==> config.mk <==
export PLATFORM = sky130hd
export DESIGN_NAME = ca_ctrl_mc_flat
export DESIGN_NICKNAME = d
export VERILOG_FILES = /design/src/rtl/ca_ctrl_mc_if.sv /design/src/rtl/ca_ctrl_mc.sv /design/src/flat_wrapper.sv
export SDC_FILE = /design/constraint.sdc
export NUM_CORES = 1
export LEC_CHECK = 0
export CORE_AREA = 2 2 64 54
export DETAILED_ROUTE_END_ITERATION = 8
export DIE_AREA = 0 0 66 56
export HOLD_SLACK_MARGIN = 0.02
export PLACE_DENSITY_LB_ADDON = 0.08
export SLEW_MARGIN = 10
export SYNTH_ARGS = -nofsm -noshare
export SYNTH_HDL_FRONTEND = slang
export SYNTH_SLANG_ARGS = --single-unit
==> constraint.sdc <==
create_clock -name clk -period 5 [get_ports clk]
set_input_delay 0.5 -clock clk [delete_from_list [all_inputs] [get_ports clk]]
set_output_delay 0.5 -clock clk [all_outputs]
set_load 0.01 [all_outputs]
==> src/rtl/ca_ctrl_mc_if.sv <==
// rtl/ca_ctrl_mc_if.sv - cache-array and memory handshake bundle for the i-cache controller
interface ca_ctrl_mc_if #(
   parameter int CACHE_ENTRIES = 8,
   parameter int AW            = $clog2(CACHE_ENTRIES)
) ();
   logic                     cache_hit;
   logic [CACHE_ENTRIES-1:0] cache_valid;
   logic                     branch_or_jump;
   logic                     flush_all;
   logic                     mem_ack;
   logic                     cache_read;
   logic                     cache_write_;
   logic [AW-1:0]            cache_w_addr;
   logic                     new_valid;
   logic                     cache_stall;
   logic                     mem_req;
   logic                     mem_timeout;

   modport master (
      input  cache_hit, cache_valid, branch_or_jump, flush_all, mem_ack,
      output cache_read, cache_write_, cache_w_addr, new_valid, cache_stall,
             mem_req, mem_timeout
   );

   modport slave (
      output cache_hit, cache_valid, branch_or_jump, flush_all, mem_ack,
      input  cache_read, cache_write_, cache_w_addr, new_valid, cache_stall,
             mem_req, mem_timeout
   );
endinterface

==> src/rtl/ca_ctrl_mc.sv <==
// rtl/ca_ctrl_mc.sv - i-cache miss/evict/fill/flush controller with memory timeout
// Optional hit/miss/timeout counters are built when CA_CTRL_STATS_EN is defined.
module ca_ctrl_mc #(
   parameter int CACHE_ENTRIES   = 8,
   parameter int CACHE_ADDR_LEFT = $clog2(CACHE_ENTRIES)-1,
   parameter int MEM_TIMEOUT     = 15,
   parameter int TO_W            = $clog2(MEM_TIMEOUT+1)
`ifdef CA_CTRL_STATS_EN
   ,
   parameter int STAT_W          = 16
`endif
) (
   input  logic         clk,
   input  logic         rst,
   ca_ctrl_mc_if.master bus
`ifdef CA_CTRL_STATS_EN
   ,
   output logic [STAT_W-1:0] stat_hits_o,
   output logic [STAT_W-1:0] stat_misses_o,
   output logic [STAT_W-1:0] stat_timeouts_o
`endif
);
   localparam int AW = CACHE_ADDR_LEFT + 1;

   localparam logic [2:0] IDLE  = 3'd0;
   localparam logic [2:0] EVICT = 3'd1;
   localparam logic [2:0] REQ   = 3'd2;
   localparam logic [2:0] FILL  = 3'd3;
   localparam logic [2:0] FLUSH = 3'd4;

   logic [2:0]    state_q, state_d;
   logic [AW-1:0] rr_ptr_q, rr_ptr_d;
   logic [AW-1:0] victim_q, victim_d;
   logic [AW-1:0] flush_cnt_q, flush_cnt_d;
   logic [TO_W-1:0] to_cnt_q, to_cnt_d;
   logic          flush_pend_q, flush_pend_d;
   logic [AW-1:0] free_idx;
   logic          free_any;
   logic          miss_start;

   // Lowest-index invalid entry; scanning downward lets the lowest index win.
   always_comb begin
      free_idx = '0;
      free_any = 1'b0;
      for (int i = CACHE_ENTRIES-1; i >= 0; i--) begin
         if (!bus.cache_valid[i]) begin
            free_idx = AW'(i);
            free_any = 1'b1;
         end
      end
   end

   always_comb begin
      state_d          = state_q;
      rr_ptr_d         = rr_ptr_q;
      victim_d         = victim_q;
      flush_cnt_d      = flush_cnt_q;
      to_cnt_d         = '0;
      flush_pend_d     = flush_pend_q | bus.flush_all;
      miss_start       = 1'b0;
      bus.cache_read   = 1'b1;
      bus.cache_write_ = 1'b1;
      bus.cache_w_addr = '0;
      bus.new_valid    = 1'b0;
      bus.cache_stall  = 1'b0;
      bus.mem_req      = 1'b0;
      bus.mem_timeout  = 1'b0;
      case (state_q)
         IDLE: begin
            // Gated by rst so outputs hold their reset values while reset is asserted.
            if (!rst) begin
               if (flush_pend_q || bus.flush_all) begin
                  bus.cache_stall = 1'b1;
                  flush_pend_d    = 1'b0;
                  state_d         = FLUSH;
               end else if (!bus.cache_hit && !bus.branch_or_jump) begin
                  bus.cache_stall = 1'b1;
                  miss_start      = 1'b1;
                  victim_d        = free_any ? free_idx : rr_ptr_q;
                  state_d         = free_any ? REQ : EVICT;
               end
            end
         end
         EVICT: begin
            bus.cache_read   = 1'b0;
            bus.cache_write_ = 1'b0;
            bus.cache_w_addr = victim_q;
            bus.cache_stall  = 1'b1;
            rr_ptr_d         = rr_ptr_q + AW'(1);
            state_d          = bus.branch_or_jump ? IDLE : REQ;
         end
         REQ: begin
            bus.mem_req     = 1'b1;
            bus.cache_stall = 1'b1;
            bus.cache_read  = 1'b0;
            if (bus.branch_or_jump) begin
               state_d = IDLE;
            end else if (bus.mem_ack) begin
               state_d = FILL;
            end else if (to_cnt_q == TO_W'(MEM_TIMEOUT-1)) begin
               bus.mem_timeout = 1'b1;
               state_d         = IDLE;
            end else begin
               to_cnt_d = to_cnt_q + TO_W'(1);
            end
         end
         FILL: begin
            bus.cache_read   = 1'b0;
            bus.cache_write_ = 1'b0;
            bus.cache_w_addr = victim_q;
            bus.new_valid    = 1'b1;
            bus.cache_stall  = 1'b1;
            state_d          = IDLE;
         end
         FLUSH: begin
            bus.cache_read   = 1'b0;
            bus.cache_write_ = 1'b0;
            bus.cache_w_addr = flush_cnt_q;
            bus.cache_stall  = 1'b1;
            flush_cnt_d      = flush_cnt_q + AW'(1);
            if (flush_cnt_q == AW'(CACHE_ENTRIES-1)) begin
               flush_cnt_d = '0;
               rr_ptr_d    = '0;
               state_d     = IDLE;
            end
         end
         default: state_d = IDLE;
      endcase
   end

   always_ff @(posedge clk or posedge rst) begin
      if (rst) begin
         state_q      <= IDLE;
         rr_ptr_q     <= '0;
         victim_q     <= '0;
         to_cnt_q     <= '0;
         flush_cnt_q  <= '0;
         flush_pend_q <= 1'b0;
      end else begin
         state_q      <= state_d;
         rr_ptr_q     <= rr_ptr_d;
         victim_q     <= victim_d;
         to_cnt_q     <= to_cnt_d;
         flush_cnt_q  <= flush_cnt_d;
         flush_pend_q <= flush_pend_d;
      end
   end

`ifdef CA_CTRL_STATS_EN
   logic [STAT_W-1:0] stat_hits_q, stat_misses_q, stat_timeouts_q;

   always_ff @(posedge clk or posedge rst) begin
      if (rst) begin
         stat_hits_q     <= '0;
         stat_misses_q   <= '0;
         stat_timeouts_q <= '0;
      end else if (state_q == FLUSH) begin
         stat_hits_q     <= '0;
         stat_misses_q   <= '0;
         stat_timeouts_q <= '0;
      end else begin
         if (state_q == IDLE && bus.cache_hit && !bus.branch_or_jump && !flush_pend_q &&
             stat_hits_q != '1)
            stat_hits_q <= stat_hits_q + STAT_W'(1);
         if (miss_start && stat_misses_q != '1)
            stat_misses_q <= stat_misses_q + STAT_W'(1);
         if (bus.mem_timeout && stat_timeouts_q != '1)
            stat_timeouts_q <= stat_timeouts_q + STAT_W'(1);
      end
   end

   assign stat_hits_o     = stat_hits_q;
   assign stat_misses_o   = stat_misses_q;
   assign stat_timeouts_o = stat_timeouts_q;
`endif
endmodule

==> src/flat_wrapper.sv <==
// flat-port wrapper written by rule: the top's interface ports become plain ports
module ca_ctrl_mc_flat 
#(
   parameter int CACHE_ENTRIES   = 8,
   parameter int CACHE_ADDR_LEFT = $clog2(CACHE_ENTRIES)-1,
   parameter int MEM_TIMEOUT     = 15,
   parameter int TO_W            = $clog2(MEM_TIMEOUT+1)

)
  (clk, rst, bus_cache_hit, bus_cache_valid, bus_branch_or_jump, bus_flush_all, bus_mem_ack, bus_cache_read, bus_cache_write_, bus_cache_w_addr, bus_new_valid, bus_cache_stall, bus_mem_req, bus_mem_timeout);
  ca_ctrl_mc_if #(.CACHE_ENTRIES(CACHE_ENTRIES)) bus_i ();
  input  logic clk;
  input  logic rst;
  input wire logic [$bits(bus_i.cache_hit)-1:0] bus_cache_hit;
  input wire logic [$bits(bus_i.cache_valid)-1:0] bus_cache_valid;
  input wire logic [$bits(bus_i.branch_or_jump)-1:0] bus_branch_or_jump;
  input wire logic [$bits(bus_i.flush_all)-1:0] bus_flush_all;
  input wire logic [$bits(bus_i.mem_ack)-1:0] bus_mem_ack;
  output wire logic [$bits(bus_i.cache_read)-1:0] bus_cache_read;
  output wire logic [$bits(bus_i.cache_write_)-1:0] bus_cache_write_;
  output wire logic [$bits(bus_i.cache_w_addr)-1:0] bus_cache_w_addr;
  output wire logic [$bits(bus_i.new_valid)-1:0] bus_new_valid;
  output wire logic [$bits(bus_i.cache_stall)-1:0] bus_cache_stall;
  output wire logic [$bits(bus_i.mem_req)-1:0] bus_mem_req;
  output wire logic [$bits(bus_i.mem_timeout)-1:0] bus_mem_timeout;
  assign bus_i.cache_hit = bus_cache_hit;
  assign bus_i.cache_valid = bus_cache_valid;
  assign bus_i.branch_or_jump = bus_branch_or_jump;
  assign bus_i.flush_all = bus_flush_all;
  assign bus_i.mem_ack = bus_mem_ack;
  assign bus_cache_read = bus_i.cache_read;
  assign bus_cache_write_ = bus_i.cache_write_;
  assign bus_cache_w_addr = bus_i.cache_w_addr;
  assign bus_new_valid = bus_i.new_valid;
  assign bus_cache_stall = bus_i.cache_stall;
  assign bus_mem_req = bus_i.mem_req;
  assign bus_mem_timeout = bus_i.mem_timeout;
  ca_ctrl_mc #(.CACHE_ENTRIES(CACHE_ENTRIES), .CACHE_ADDR_LEFT(CACHE_ADDR_LEFT), .MEM_TIMEOUT(MEM_TIMEOUT), .TO_W(TO_W)) u_core (.clk(clk), .rst(rst), .bus(bus_i));
endmodule
==> impl_metrics.sql <==
INSERT INTO impl_metrics (metric_group, metric, value, unit) VALUES
('timing', 'period_share', '56.4', '%'),
('worst_setup_path', 'arrival_time_at_the_worst_endpoint', '2.32', 'ns'),
('global_routing', 'global_route.usage.total', '13.9', '%'),
('final_layout', 'final_core_util', '44.3', '%'),
('final_layout', 'finalNetCount', '153', ''),
('die', 'floorplan_die_area', '3700', 'sq um'),
('clocking', 'clk-insertion-delay-late', '0.26', 'ns'),
('drt', 'final_antenna_net_count', '0', ''),
('synth', 'synth-async-reset-ratio', '100', '%'),
('drt', 'vias', '859', ''),
('timing', 'timing.final.crit_period', '2.82', 'ns'),
('worst_setup_path', 'slowest_delay', '0.55', 'ns'),
('worst_setup_path', 'critPathRequiredTime', '4.50', 'ns'),
('synth', 'ys_dominant_reg_cell', 'sky130_fd_sc_hd__dfrtp_1', ''),
('placement', 'place_worst_setup_slack', '2.18', 'ns'),
('placement', 'place.gp.congestion', '0.689', ''),
('clocking', 'post_cts_buffers', '0', ''),
('worst_setup_path', 'crit_path_top_delay_cell', 'sky130_fd_sc_hd__clkdlybuf4s50_1', ''),
('timing', 'timing.final.ws_setup', '2.18', 'ns'),
('job', 'max_cap_viol_count', '0', ''),
('global_routing', 'antenna_found_initial', '0', ''),
('final_layout', 'syn_to_final_growth', '29.5', '%'),
('worst_setup_path', 'critical_path.max_fanout', '5', ''),
('synth', 'syn_inst', '109', ''),
('clocking', 'hold_bufs_inserted_after_cts', '0', ''),
('synth', 'yosys_warnings', '0', ''),
('status', 'run_status', 'complete, no violations', ''),
('clocking', 'cts_resized', '0', ''),
('placement', 'detailed_place_hpwl', '1.78', 'mm'),
('power', 'power_density_relative_to_cell_area', '367', 'nW/um^2'),
('synth', 'yosysMostFrequentCell', 'sky130_fd_sc_hd__dfrtp_1', ''),
('placement', 'dp.cells', '169', ''),
('synth', 'post_synthesis_net_count', '128', ''),
('synth', 'number_of_flops_mapped_to_enable_cells_by_yosys', '0', ''),
('clocking', 'htreeDepth', '1', ''),
('die', 'start_util', '34.2', '%'),
('global_routing', 'via_count_of_the_first_global_routing_pass', '868', ''),
('final_layout', 'final_area', '1340', 'sq um'),
('power', 'report.power.total', '0.490', 'mW'),
('worst_setup_path', 'critPathCaptureType', 'primary output', ''),
('timing', 'hold-worst-slack', '0.506', 'ns'),
('final_layout', 'antenna-diode-count', '0', ''),
('timing', 'setup_violations', '0', ''),
('timing', 'worst_slew_pin_slew', '0.666', 'ns'),
('worst_setup_path', 'timing_worst_setup_path_type', 'primary input to primary output', ''),
('drt', 'drt-wirelength-per-cell', '13.2', 'microns'),
('power', 'power.ir.vdd_worst', '229', 'uV'),
('drt', 'route.detailed.drc', '0', ''),
('synth', 'synth_top_area_cell', 'sky130_fd_sc_hd__dfrtp_1', ''),
('die', 'core.rowCount', '18', ''),
('drt', 'drt-initial-drc-count', '21', ''),
('drt', 'vias_per_cell', '4.97', ''),
('clocking', 'cts.root.buffer_cell', 'sky130_fd_sc_hd__clkbuf_8', ''),
('global_routing', 'largest_net_degree_at_the_start_of_global_routing', '21', ''),
('synth', 'synth.avg_cell_area', '9.47', 'sq um'),
('timing', 'totalNegativeSetupSlack', '0', 'ns'),
('timing', 'setup_repair_after_global_routing_missed_its_margin', 'no', ''),
('global_routing', 'grt-ovfl-total', '0', ''),
('synth', 'number_of_different_library_cells_in_the_post_synthesis_netlist', '36', ''),
('worst_setup_path', 'crit_buf_inv', '2', ''),
('timing', 'fin_worst_skew', '0.00709', 'ns'),
('die', 'pin_count', '23', ''),
('clocking', 'tritoncts', 'built', ''),
('timing', 'timing.slew.headroom', '55.6', '%'),
('clocking', 'cts_max_path_buffers', '2', ''),
('final_layout', 'drive_above_1_share', '12.8', '%'),
('worst_setup_path', 'worst_path_dominant_cell_family', 'buffers and inverters', ''),
('synth', 'synth.top_cells.by_area', 'sky130_fd_sc_hd__dfrtp_1, sky130_fd_sc_hd__ha_1, sky130_fd_sc_hd__mux2_2, sky130_fd_sc_hd__a21oi_1, sky130_fd_sc_hd__nor2_1', ''),
('synth', 'netlist_top_cells_count', 'sky130_fd_sc_hd__dfrtp_1, sky130_fd_sc_hd__nor2_1, sky130_fd_sc_hd__a21oi_1', ''),
('final_layout', 'layout_fillers', '308', ''),
('synth', 'fraction_of_the_yosys_area_taken_by_sequential_cells', '41.2', '%');
## flip-flops by register name, indices dropped and copies added (netlist names)
register	flops
u_core.to_cnt_q	4
u_core.flush_cnt_q	3
u_core.rr_ptr_q	3
u_core.state_q	3
u_core.victim_q	3
u_core.flush_pend_q	1
## cells by family (layout without fill, tap and decap cells)
| kind of cell | Yosys count | count (layout) | synth area share [%] |
|---|---|---|---|
| AOI/OAI and AO/OA | 26 | 26 | 15.6 |
| buffers and inverters | 5 | 29 | 2.30 |
| and+or+nand+nor | 49 | 49 | 27.6 |
| xor gates and xnor gates | 2 | 2 | 1.70 |
| adders and majority gates | 5 | 5 | 6.06 |
| muxes | 5 | 5 | 5.45 |
| DFF | 17 | 17 | 41.2 |
## power by group
| group | internal [mW] | switching [mW] | leakage (nW) |
|---|---|---|---|
| clock network | 0.0554 | 0.0505 | 0.0255 |
| logic | 0.108 | 0.0725 | 0.308 |
| registers | 0.162 | 0.0408 | 0.224 |
## area by class of cell
cell class | count | area (sq um) | area share [%]
Clock buffer | 3 | 41.3 | 3.09
Inverter | 3 | 11.3 | 0.843
Multi-Input combinational cell | 87 | 583 | 43.6
Clock inverter | 1 | 5.00 | 0.375
Timing Repair Buffer | 22 | 220 | 16.5
Sequential cell | 17 | 425 | 31.8
Tap cell | 40 | 50.0 | 3.75
## cells in the final DEF, fill, tap and decap left out
cell	count
sky130_fd_sc_hd__a211o_1	1
sky130_fd_sc_hd__a211oi_1	1
sky130_fd_sc_hd__a21boi_0	2
sky130_fd_sc_hd__a21o_1	1
sky130_fd_sc_hd__a21oi_1	10
sky130_fd_sc_hd__a221oi_1	1
sky130_fd_sc_hd__a311oi_1	1
sky130_fd_sc_hd__a31oi_1	1
sky130_fd_sc_hd__a32o_1	1
sky130_fd_sc_hd__and2_1	2
sky130_fd_sc_hd__clkbuf_8	3
sky130_fd_sc_hd__clkdlybuf4s50_1	22
sky130_fd_sc_hd__clkinv_2	1
sky130_fd_sc_hd__dfrtp_1	17
sky130_fd_sc_hd__ha_1	5
sky130_fd_sc_hd__inv_1	3
sky130_fd_sc_hd__mux2_2	5
sky130_fd_sc_hd__nand2_1	9
sky130_fd_sc_hd__nand2b_1	3
sky130_fd_sc_hd__nand3_1	5
sky130_fd_sc_hd__nand4_1	2
sky130_fd_sc_hd__nor2_1	13
sky130_fd_sc_hd__nor2b_1	3
sky130_fd_sc_hd__nor3_1	3
sky130_fd_sc_hd__nor3b_2	1
sky130_fd_sc_hd__nor3b_4	1
sky130_fd_sc_hd__nor4_1	1
sky130_fd_sc_hd__nor4_4	1
sky130_fd_sc_hd__o211ai_1	1
sky130_fd_sc_hd__o21ai_0	5
sky130_fd_sc_hd__o22ai_1	1
sky130_fd_sc_hd__or2_2	2
sky130_fd_sc_hd__or2_4	1
sky130_fd_sc_hd__or3b_2	1
sky130_fd_sc_hd__or3b_4	1
sky130_fd_sc_hd__xnor2_1	1
sky130_fd_sc_hd__xor2_1	1
## routing by layer
| layer | GRT usage, % | part of all wire [%] | vias to the layer above |
|---|---|---|---|
| li1 | - | - | 439 |
| met1 | 20.4 | 52 | 401 |
| met2 | 20.6 | 43 | 15 |
| met3 | 2.43 | 3.8 | 4 |
| met4 | 4.37 | 0.87 | 0 |
| met5 | 0 | 0 | - |
## worst paths after layout
check / slack, ns / depth (start not counted) / from / to
max: 2.18 / 6 / bus_branch_or_jump / bus_cache_stall
min: 0.51 / 1 / u_core.to_cnt_q[0]$_DFF_PP0_ / u_core.to_cnt_q[0]$_DFF_PP0_
max reg2reg: 3.14 / 3 / u_core.state_q[2]$_DFFE_PP0P_ / u_core.victim_q[2]$_DFFE_PP0P_
min reg2reg: 0.51 / 1 / u_core.to_cnt_q[0]$_DFF_PP0_ / u_core.to_cnt_q[0]$_DFF_PP0_
max in group asynchronous: 3.78 / 2 / rst / u_core.rr_ptr_q[2]$_DFFE_PP0P_
min in group asynchronous: 0.79 / 2 / rst / u_core.state_q[0]$_DFFE_PP0P_
Power figures use the tool's default switching activity.
